$ cat src/rtl/wave_dac_pkg.sv
// Shared types and constants for the wave_dac sequencing controller.
// Optional fade sequencing is enabled by defining WAVE_CTRL_FADE_EN.
package wave_dac_pkg;

  localparam int PHASE_W_DEF = 16;
  localparam int AMP_W       = 8;

  typedef enum logic [2:0] {
    ST_IDLE     = 3'd0,
    ST_RUN      = 3'd1,
    ST_FADE_OUT = 3'd2,
    ST_SWITCH   = 3'd3,
    ST_FADE_IN  = 3'd4
  } state_t;

  localparam logic [1:0] WAVE_SINE   = 2'd0;
  localparam logic [1:0] WAVE_SQUARE = 2'd1;
  localparam logic [1:0] WAVE_TRI    = 2'd2;
  localparam logic [1:0] WAVE_SAW    = 2'd3;

  // One fade step towards zero, saturating so the ramp never wraps.
  function automatic logic [AMP_W-1:0] ramp_down(input logic [AMP_W-1:0] amp,
                                                 input logic [AMP_W-1:0] step);
    return (amp <= step) ? {AMP_W{1'b0}} : amp - step;
  endfunction

  function automatic logic [AMP_W-1:0] ramp_up(input logic [AMP_W-1:0] amp,
                                               input logic [AMP_W-1:0] target,
                                               input logic [AMP_W-1:0] step);
    return ((amp >= target) || ((target - amp) <= step)) ? target : amp + step;
  endfunction

endpackage

$ cat src/rtl/wave_dac_ctrl_tick.sv
// Sample tick divider: free-running 0..SAMPLE_DIV-1 counter, strobe on the last count.
module wave_tick_div #(
  parameter int SAMPLE_DIV = 4
) (
  input  logic clk,
  input  logic rst,
  input  logic en,
  output logic sample_en
);

  localparam int CW = $clog2(SAMPLE_DIV);
  localparam logic [CW-1:0] LAST = CW'(SAMPLE_DIV - 1);

  logic [CW-1:0] cnt_r;

  // Divider counter; never realigned, only the strobe is gated.
  always_ff @(posedge clk) begin
    if (rst) begin
      cnt_r <= '0;
    end else if (cnt_r == LAST) begin
      cnt_r <= '0;
    end else begin
      cnt_r <= cnt_r + CW'(1);
    end
  end

  assign sample_en = en && (cnt_r == LAST);

endmodule

$ cat src/rtl/wave_dac_ctrl.sv
// Sequencing controller for the wave_dac datapath: command intake, phase accumulator,
// and glitch-free amplitude ramps. Define WAVE_CTRL_FADE_EN to enable fade sequencing.
module wave_dac_ctrl
  import wave_dac_pkg::*;
#(
  parameter int PHASE_W    = PHASE_W_DEF,
  parameter int SAMPLE_DIV = 4,
  parameter int FADE_STEP  = 16
) (
  input  logic               clk,
  input  logic               rst,
  input  logic               run,
  input  logic               cmd_valid,
  output logic               cmd_ready,
  input  logic [1:0]         cmd_wave,
  input  logic [PHASE_W-1:0] cmd_step,
  input  logic [AMP_W-1:0]   cmd_amp,
  output logic [7:0]         phase_addr,
  output logic [1:0]         wave_sel,
  output logic [AMP_W-1:0]   amp_out,
  output logic               sample_en,
  output logic               busy
);

  localparam logic [AMP_W-1:0] FADE_STEP_C = AMP_W'(FADE_STEP);

  state_t             state_r, state_s;
  logic [PHASE_W-1:0] acc_r, step_r, sh_step_r;
  logic [1:0]         wave_r, sh_wave_r;
  logic [AMP_W-1:0]   amp_r, amp_s, tgt_r, sh_amp_r;
  logic               busy_r, ready_r;
  logic               tick_s, tick_en_s, accept_s, load_act_s;

  assign tick_en_s = (state_r != ST_IDLE);
  assign accept_s  = cmd_valid && ready_r;

  wave_tick_div #(.SAMPLE_DIV(SAMPLE_DIV)) u_tick (
    .clk       (clk),
    .rst       (rst),
    .en        (tick_en_s),
    .sample_en (tick_s)
  );

  // Next state, next amplitude, and when the shadow command becomes active.
  always_comb begin
    state_s    = state_r;
    amp_s      = amp_r;
    load_act_s = 1'b0;
    case (state_r)
`ifdef WAVE_CTRL_FADE_EN
      ST_IDLE: state_s = run ? ST_FADE_IN : ST_IDLE;
      ST_RUN:  state_s = (accept_s || !run) ? ST_FADE_OUT : ST_RUN;
      ST_FADE_OUT: begin
        amp_s = tick_s ? ramp_down(amp_r, FADE_STEP_C) : amp_r;
        // Load on the exit edge so SWITCH already shows the new shape.
        if (tick_s && (amp_s == '0)) begin
          state_s    = ST_SWITCH;
          load_act_s = 1'b1;
        end else begin
          state_s = ST_FADE_OUT;
        end
      end
      ST_SWITCH: begin
        load_act_s = 1'b1;
        state_s    = run ? ST_FADE_IN : ST_IDLE;
      end
      ST_FADE_IN: begin
        if (!run) begin
          state_s = ST_FADE_OUT;
        end else if (tick_s) begin
          amp_s   = ramp_up(amp_r, tgt_r, FADE_STEP_C);
          state_s = (amp_s == tgt_r) ? ST_RUN : ST_FADE_IN;
        end else begin
          state_s = ST_FADE_IN;
        end
      end
`else
      ST_IDLE: state_s = run ? ST_SWITCH : ST_IDLE;
      ST_RUN: begin
        if (accept_s) begin
          state_s = ST_SWITCH;
        end else if (!run) begin
          state_s = ST_IDLE;
          amp_s   = '0;
        end else begin
          state_s = ST_RUN;
        end
      end
      ST_SWITCH: begin
        load_act_s = 1'b1;
        amp_s      = sh_amp_r;
        state_s    = ST_RUN;
      end
`endif
      default: begin
        state_s = ST_IDLE;
        amp_s   = '0;
      end
    endcase
  end

  // State, amplitude and the status flags that travel with the state.
  always_ff @(posedge clk) begin
    if (rst) begin
      state_r <= ST_IDLE;
      amp_r   <= '0;
      busy_r  <= 1'b0;
      ready_r <= 1'b1;
    end else begin
      state_r <= state_s;
      amp_r   <= amp_s;
      busy_r  <= (state_s inside {ST_FADE_OUT, ST_SWITCH, ST_FADE_IN});
      ready_r <= (state_s inside {ST_IDLE, ST_RUN});
    end
  end

  // Shadow command registers, written on every accepted command.
  always_ff @(posedge clk) begin
    if (rst) begin
      sh_wave_r <= 2'd0;
      sh_step_r <= '0;
      sh_amp_r  <= '0;
    end else if (accept_s) begin
      sh_wave_r <= cmd_wave;
      sh_step_r <= cmd_step;
      sh_amp_r  <= cmd_amp;
    end
  end

  // Active registers: direct load in IDLE, otherwise only from the shadow.
  always_ff @(posedge clk) begin
    if (rst) begin
      wave_r <= 2'd0;
      step_r <= '0;
      tgt_r  <= '0;
    end else if (accept_s && (state_r == ST_IDLE)) begin
      wave_r <= cmd_wave;
      step_r <= cmd_step;
      tgt_r  <= cmd_amp;
    end else if (load_act_s) begin
      wave_r <= sh_wave_r;
      step_r <= sh_step_r;
      tgt_r  <= sh_amp_r;
    end
  end

  // Phase accumulator; wraps silently, held at zero while idle or switching.
  always_ff @(posedge clk) begin
    if (rst) begin
      acc_r <= '0;
    end else if ((state_r == ST_IDLE) || (state_r == ST_SWITCH) || load_act_s) begin
      acc_r <= '0;
    end else if (tick_s) begin
      acc_r <= acc_r + step_r;
    end
  end

  assign phase_addr = acc_r[PHASE_W-1 -: 8];
  assign wave_sel   = wave_r;
  assign amp_out    = amp_r;
  assign sample_en  = tick_s;
  assign busy       = busy_r;
  assign cmd_ready  = ready_r;

endmodule

$ cat config.mk
export PLATFORM = sky130hd
export DESIGN_NAME = wave_dac_ctrl
export DESIGN_NICKNAME = d
export VERILOG_FILES = /design/src/rtl/wave_dac_pkg.sv /design/src/rtl/wave_dac_ctrl_tick.sv /design/src/rtl/wave_dac_ctrl.sv
export SDC_FILE = /design/constraint.sdc
export NUM_CORES = 1
export LEC_CHECK = 0
export ABC_AREA = 1
export BUFFER_PORTS_ARGS = -buffer_cell sky130_fd_sc_hd__buf_2
export CAP_MARGIN = 20
export CORE_ASPECT_RATIO = 0.75
export CORE_MARGIN = 2
export CORE_UTILIZATION = 51
export CTS_BUF_LIST = sky130_fd_sc_hd__clkbuf_8
export CTS_CLUSTER_DIAMETER = 150
export DETAILED_ROUTE_END_ITERATION = 8
export PLACE_DENSITY = 0.82
export SLEW_MARGIN = 40
export SYNTH_ARGS = -nofsm -noshare
export SYNTH_HDL_FRONTEND = slang
export SYNTH_SLANG_ARGS = --single-unit
$ cat constraint.sdc
create_clock -name clk -period 2.3 [get_ports clk]
set_input_delay 0.46 -clock clk [delete_from_list [all_inputs] [get_ports clk]]
set_output_delay 0.46 -clock clk [all_outputs]
set_load 0.03 [all_outputs]
==> results of run 1 <==
## critical path: stages (launching register included)
cell and delay [ps]:
dfxtp_1 390, inv_1 80, ha_1 230, inv_2 110
nand2_2 110, inv_4 140, buf_2 220
## worst paths after layout
check	from	end	cells after the start
setup / recovery	busy	sample_en	6
hold reg to reg	u_tick.cnt_r[0]	u_tick.cnt_r[0]	1
setup reg to reg	step_r[0]	acc_r[8]	11
hold / removal	cmd_amp[4]	sh_amp_r[4]	3
## metal layers
metal	wire length [um]	global-route usage [%]	vias to the layer above	part of all wire (%)
met5	0	0	-	0
met4	137	7.568	0	1.5
met3	588	6.979	18	6.3
met2	4243	37.17	109	46
met1	4338	31.23	1681	47
li1	-	-	1821	-
## flip-flops by register name (all words and copies together), names as in the netlist
| name | count |
|---|---|
| acc_r | 16 |
| busy | 1 |
| sh_wave_r | 2 |
| cmd_ready | 1 |
| wave_sel | 2 |
| step_r | 16 |
| sh_step_r | 16 |
| sh_amp_r | 8 |
| state_r | 1 |
| amp_out | 8 |
| u_tick.cnt_r | 2 |
## per-stage QoR
step | setup slack, ps | cell area [um2] | utilization [%] | hold slack (ps)
2_1_floorplan | 477.6 | 3834 | - | 408.4
3_3_place_gp | 575.5 | 4095 | 56.12 | 416.3
3_5_place_dp | 515.8 | 4095 | 56.12 | 433.8
4_1_cts | 139.7 | 4322 | 59.23 | 350.9
5_1_grt | 70.12 | 4324 | 59.26 | 357.4
6_report | 214.9 | 4324 | 59.26 | 363.0
## power groups by stage
stage	Sequential, mW	Clock (mW)	Combinational (mW)
final	1.45	1.14	0.651
after global routing	1.46	1.23	0.738
after CTS	1.44	1.16	0.646
after detailed placement	1.47	0	0.639
after global placement	1.47	0	0.617
after floorplan	1.47	0	0.456
## cells in the mapped netlist, drive strengths merged
master,instances
nand3,41
ha,20
xnor2,4
nand4,1
or2,2
a21oi,28
o21ai,45
inv,69
a31oi,12
nand3b,2
xor2,1
nor2,76
fa,1
o211ai,3
clkinv,1
nor3,4
and2,1
buf,20
nand2,136
clkbuf,9
dfxtp,73
nor3b,1
## cells by family (layout without fill, tap and decap cells)
kind of cell             Yosys count  count (layout)  synth area share, %
adder cells (fa/ha/maj)           21              21                7.050
AO/OA/AOI/OAI                     88              88                12.17
buffers and inverters             99             144                11.42
XOR/XNOR                           5               5                1.142
AND/OR/NAND/NOR                  264             264                30.09
flip-flops                        73              73                38.12
## final cells by class
class,count,area [um2],share of cell area [%]
multi-input combinational,378,1934,44.73
tap,101,126.4,2.922
clock buffer,10,137.6,3.183
sequential,73,1461,33.80
timing repair buffer,58,310.3,7.176
inverter,70,265.3,6.134
clock inverter,6,88.84,2.054
## placed cells by master, fill, tap and decap left out, drive strengths merged
cell type and n:
a21oi 28, a31oi 12, and2 1, buf 58, bufinv 2, clkbuf 10
clkinv 2, clkinvlp 2, dfxtp 73, fa 1, ha 20, inv 70
nand2 136, nand3 41, nand3b 2, nand4 1, nor2 76, nor3 4
nor3b 1, o211ai 3, o21ai 45, or2 2, xnor2 4, xor2 1
==> results.md, run 1 <==
- Tmin final: 2085 ps
- Critical path peak fanout: 12
- TritonCTS buffer count: 9
- Hold crit path type: input pin to flop
- Final setup violation count: 0
- Transition time of the tightest slew-check pin: approximately 390 ps
- Fin. Hold Viols: 0
- Gate power share: about a fifth
- Total GRT Usage: 23.57%
- Max-cap violations: 0
- Nature of the critical path endpoint: primary output
- Clk pwr share: 35.3%
- CORE AREA: 7297 um2
- GPL Wtd Cong: 0.8881
- Filler cells: 676
- Antenna cell count: 0
- Slew HR: 73.89%
- Layout Skew: between 10 and 15 ps
- Initial antenna violation count: 0
- Max Fclk: 479.6 MHz
- Leak Pwr: between 2 and 2.5 nW
- 1st-pass router iterations: 5
- Post-synth top area cell: dfxtp_1
- Worst Setup Start Kind: flop
- Non-filler instance count after layout: 696
- Power Dens Cells: 749.3 nW/um2
- ANT nets after route: 0
- CP Data Arrival Time: 1630 ps
- Part of the power in registers: 44.6%
- DR DRC count: 0
- Internal power: 2.233 mW
- I/O Pins: 51
- Max IR drop VDD: between 0.3 and 0.4 mV
- Clk_lat worst skew: 360 ps
- Clk pin slew, worst setup/hold paths: 70 ps
- Worst EP required: 1840 ps
- Die H: 79.09 um
- 1st-iter DRT viols: 240
- Clock Path Buffers: 2
- Pins Over Slew Limit: 0
- Synth warn: 0
- Area delta synth->final: 12.79%
- Status: complete, no violations
- Largest net degree at the start of global routing: 29
- Final wirelength: 9307 um
- Syn avg cell area: ~7 um2
- Vias in the first global route: 3284
- Syn Nets: 601
- RSZ-0062 raised after global routing: no
- Setup TNS: 0 ps
- Synth top area share: 38.12%
- # clock sinks: 73
- Htree depth: 3
- Register area share after synthesis: 38.12%
- Number of instances in the placed design: 680
- TritonCTS clock tree: built
- Post-CTS setup buffer count: 0
- Post-synth design cell area: between 3000 and 4000 um2
- Largest cells by area after synthesis: dfxtp_1 38%, nand2_1 12%, nor2_1 7.2%
- Post-synth cell types: 37
- Number of core rows: 27
- First-pass GRT wire length: 15420 um
- Hpwl dp: approximately 6800 um
- Mapped Cells: 550
- Die X: 104.1 um
- Layout Nets: 641
- Initial Util: about 53%
- Hold-fix buffers at CTS: 0
- Clk root buf: clkbuf_8
- CTS resizes: 0
- Psw: just over 1 mW
- Vias per cell: 5.214
- Die ar.: 8234 um2
- Sw Share: 31.08%
- Register bit count reported by yosys: 73
- Setup CP Type: flop to primary output
- Grt total ovfl: 0
- Final Cycle Share: 90.66%
- Port Buffers: 50
- Worst R2R Setup Slack: roughly 550 ps
- Wire per inst: 13.37 um
- DR vias: 3629
- PnR Total Power: 3.240 mW
- Share of layout cells above drive strength 1: 18.15%
(Power assumes the default switching activity.)
==> inputs of run 2 (changes only) <==
--- a/config.mk
+++ b/config.mk
@@ -14,6 +14,7 @@
 export CTS_BUF_LIST = sky130_fd_sc_hd__clkbuf_8
 export CTS_CLUSTER_DIAMETER = 150
 export DETAILED_ROUTE_END_ITERATION = 8
+export MAX_ROUTING_LAYER = met4
 export PLACE_DENSITY = 0.82
 export SLEW_MARGIN = 40
 export SYNTH_ARGS = -nofsm -noshare
==> constraint.sdc (replaced) <==
create_clock -name clk -period 2.4 [get_ports clk]
set_input_delay 0.48 -clock clk [delete_from_list [all_inputs] [get_ports clk]]
set_output_delay 0.48 -clock clk [all_outputs]
set_load 0.03 [all_outputs]
==> run 2 against run 1 <==
Combinational power is 6.1% lower. Sequential cell count stayed put. Die area stayed put. Register-to-register slack hardly changed. Final cell count is 0.14% lower. Count of clock-buffer cells in the layout is 1 lower. Cell area is 1.7% lower. Power is 13% lower. Sequential power is 4% lower. Non-clock buffer count is 1 lower. Critical endpoint unchanged. Largest power group unchanged.
==> results.md, run 2 (synthesis results as in run 1) <==
- 1st-pass router iterations: 7
- Slew HR: 72.07%
- Largest registers: acc_r x16, sh_step_r x16, step_r x16
- Share of layout cells above drive strength 1: 17.68%
- Die X: 104.1 um
- ANT nets after route: 0
- Clk pin slew, worst setup/hold paths: about 80 ps
- Hpwl dp: between 6000 and 7000 um
- PnR Total Power: 2.825 mW
- Grt total ovfl: 0
- GPL Wtd Cong: around 0.9
- DR DRC count: 0
- Tmin final: just under 2000 ps
- Initial antenna violation count: 0
- TritonCTS clock tree: built
- Commonest cells after routing, fill and taps aside: 124 x nand2_1, 74 x nor2_1, 73 x dfxtp_1, 60 x inv_1, 50 x buf_2
- Post-CTS setup buffer count: 0
- Critical path peak fanout: 5
- Worst EP required: approximately 1900 ps
- CORE AREA: 7297 um2
- Port Buffers: 50
- Vias in the first global route: 3136
- DR vias: 3570
- Vias per cell: 5.137
- 1st-iter DRT viols: 225
- CTS resizes: 0
- Initial Util: 52.54%
- Clk root buf: clkbuf_8
- Wire per inst: 12.91 um
- Worst Slack Setup Final: 416.2 ps
- Area delta synth->final: 10.90%
- RSZ-0062 raised after global routing: no
- CP Data Arrival Time: about 1500 ps
- Final setup violation count: 0
- Layout Skew: 6.891 ps
- Finished Cell Area: 4252 um2
- Worst Setup Start Kind: flop
- Commonest non-fill, non-tap cell in the layout: nand2_1
- Hold crit path type: input pin to flop
- Pins Over Slew Limit: 0
- Setup TNS: 0 ps
- Leak Pwr: 2.099 nW
- TritonCTS buffer count: 9
- Non-filler instance count after layout: about 700
- Total GRT Usage: 22.56%
- Htree depth: 3
- Max Fclk: 504.1 MHz
- Final Cycle Share: 82.66%
- Max IR drop VDD: around 0.29 mV
- Die ar.: 8234 um2
- Max-cap violations: 0
- Transition time of the tightest slew-check pin: 418.4 ps
- Status: complete, no violations
- Filler cells: 710
- Setup CP Type: flop to primary output
- Fin. Hold Viols: 0
- I/O Pins: 51
- Setup WS pre-CTS: 580.6 ps
- Number of core rows: 27
- Final wirelength: 8969 um
- Hold-fix buffers at CTS: 0
- First-pass GRT wire length: 14430 um
- Number of instances in the placed design: between 600 and 700
- Cell Area, Placed: 4088 um2
- Clk_lat worst skew: 350 ps
- Die H: slightly below 80 um
- Clock Path Buffers: 2
- Antenna cell count: 0
- Layout Nets: 640
- Nature of the critical path endpoint: primary output
- Power Dens Cells: 664.5 nW/um2
- # clock sinks: 73
- Largest net degree at the start of global routing: 29
[run 2: through the flow]
| stage | hold slack (ps) | utilization (%) |
|---|---|---|
| after floorplan | 408.4 | - |
| after detailed placement | 428.0 | 56.02 |
| after CTS | 379.1 | 58.26 |
| after global routing | 384.2 | 58.26 |
| after global placement | 415.3 | 56.02 |
| final | 386.9 | 58.26 |
[run 2: worst max-delay path: stages, from the launching register on]
cell     delay, ps
dfxtp_1        390
inv_1           80
ha_1           220
inv_2          110
nand2_2        100
inv_2           70
buf_2          180
[run 2: final cells by class]
| cell class | count | area (um2) | share of cell area (%) |
|---|---|---|---|
| repair buffers | 57 | 302.8 | 7.122 |
| clock inverters | 7 | 40.04 | 0.9417 |
| clock buffers | 9 | 123.9 | 2.913 |
| inverters | 70 | 262.8 | 6.180 |
| multi-input cells | 378 | 1934 | 45.50 |
| well taps | 101 | 126.4 | 2.972 |
| flip-flops and latches | 73 | 1461 | 34.37 |
[run 2: metal layers]
metal | vias to the layer above | share of wire [%] | GRT usage (%)
met5 | - | 0 | -
met4 | 0 | 1.5 | 7.568
met3 | 16 | 5.6 | 5.337
met2 | 92 | 46 | 35.13
met1 | 1642 | 47 | 29.17
li1 | 1820 | - | -
[run 2: path summary, 6_finish.rpt]
path	from	endpoint	slack (ps)	cells past startpoint
min reg2reg	u_tick.cnt_r[0]	u_tick.cnt_r[0]	440	1
min	cmd_amp[7]	sh_amp_r[7]	390	3
max reg2reg	busy	step_r[15]	540	9
max	busy	sample_en	420	6
[run 2: where the power goes]
part / total, mW / switching (mW) / internal (mW)
Clock: 0.827 / 0.462 / 0.366
Sequential: 1.39 / 0.0683 / 1.32
Combinational: 0.611 / 0.410 / 0.201
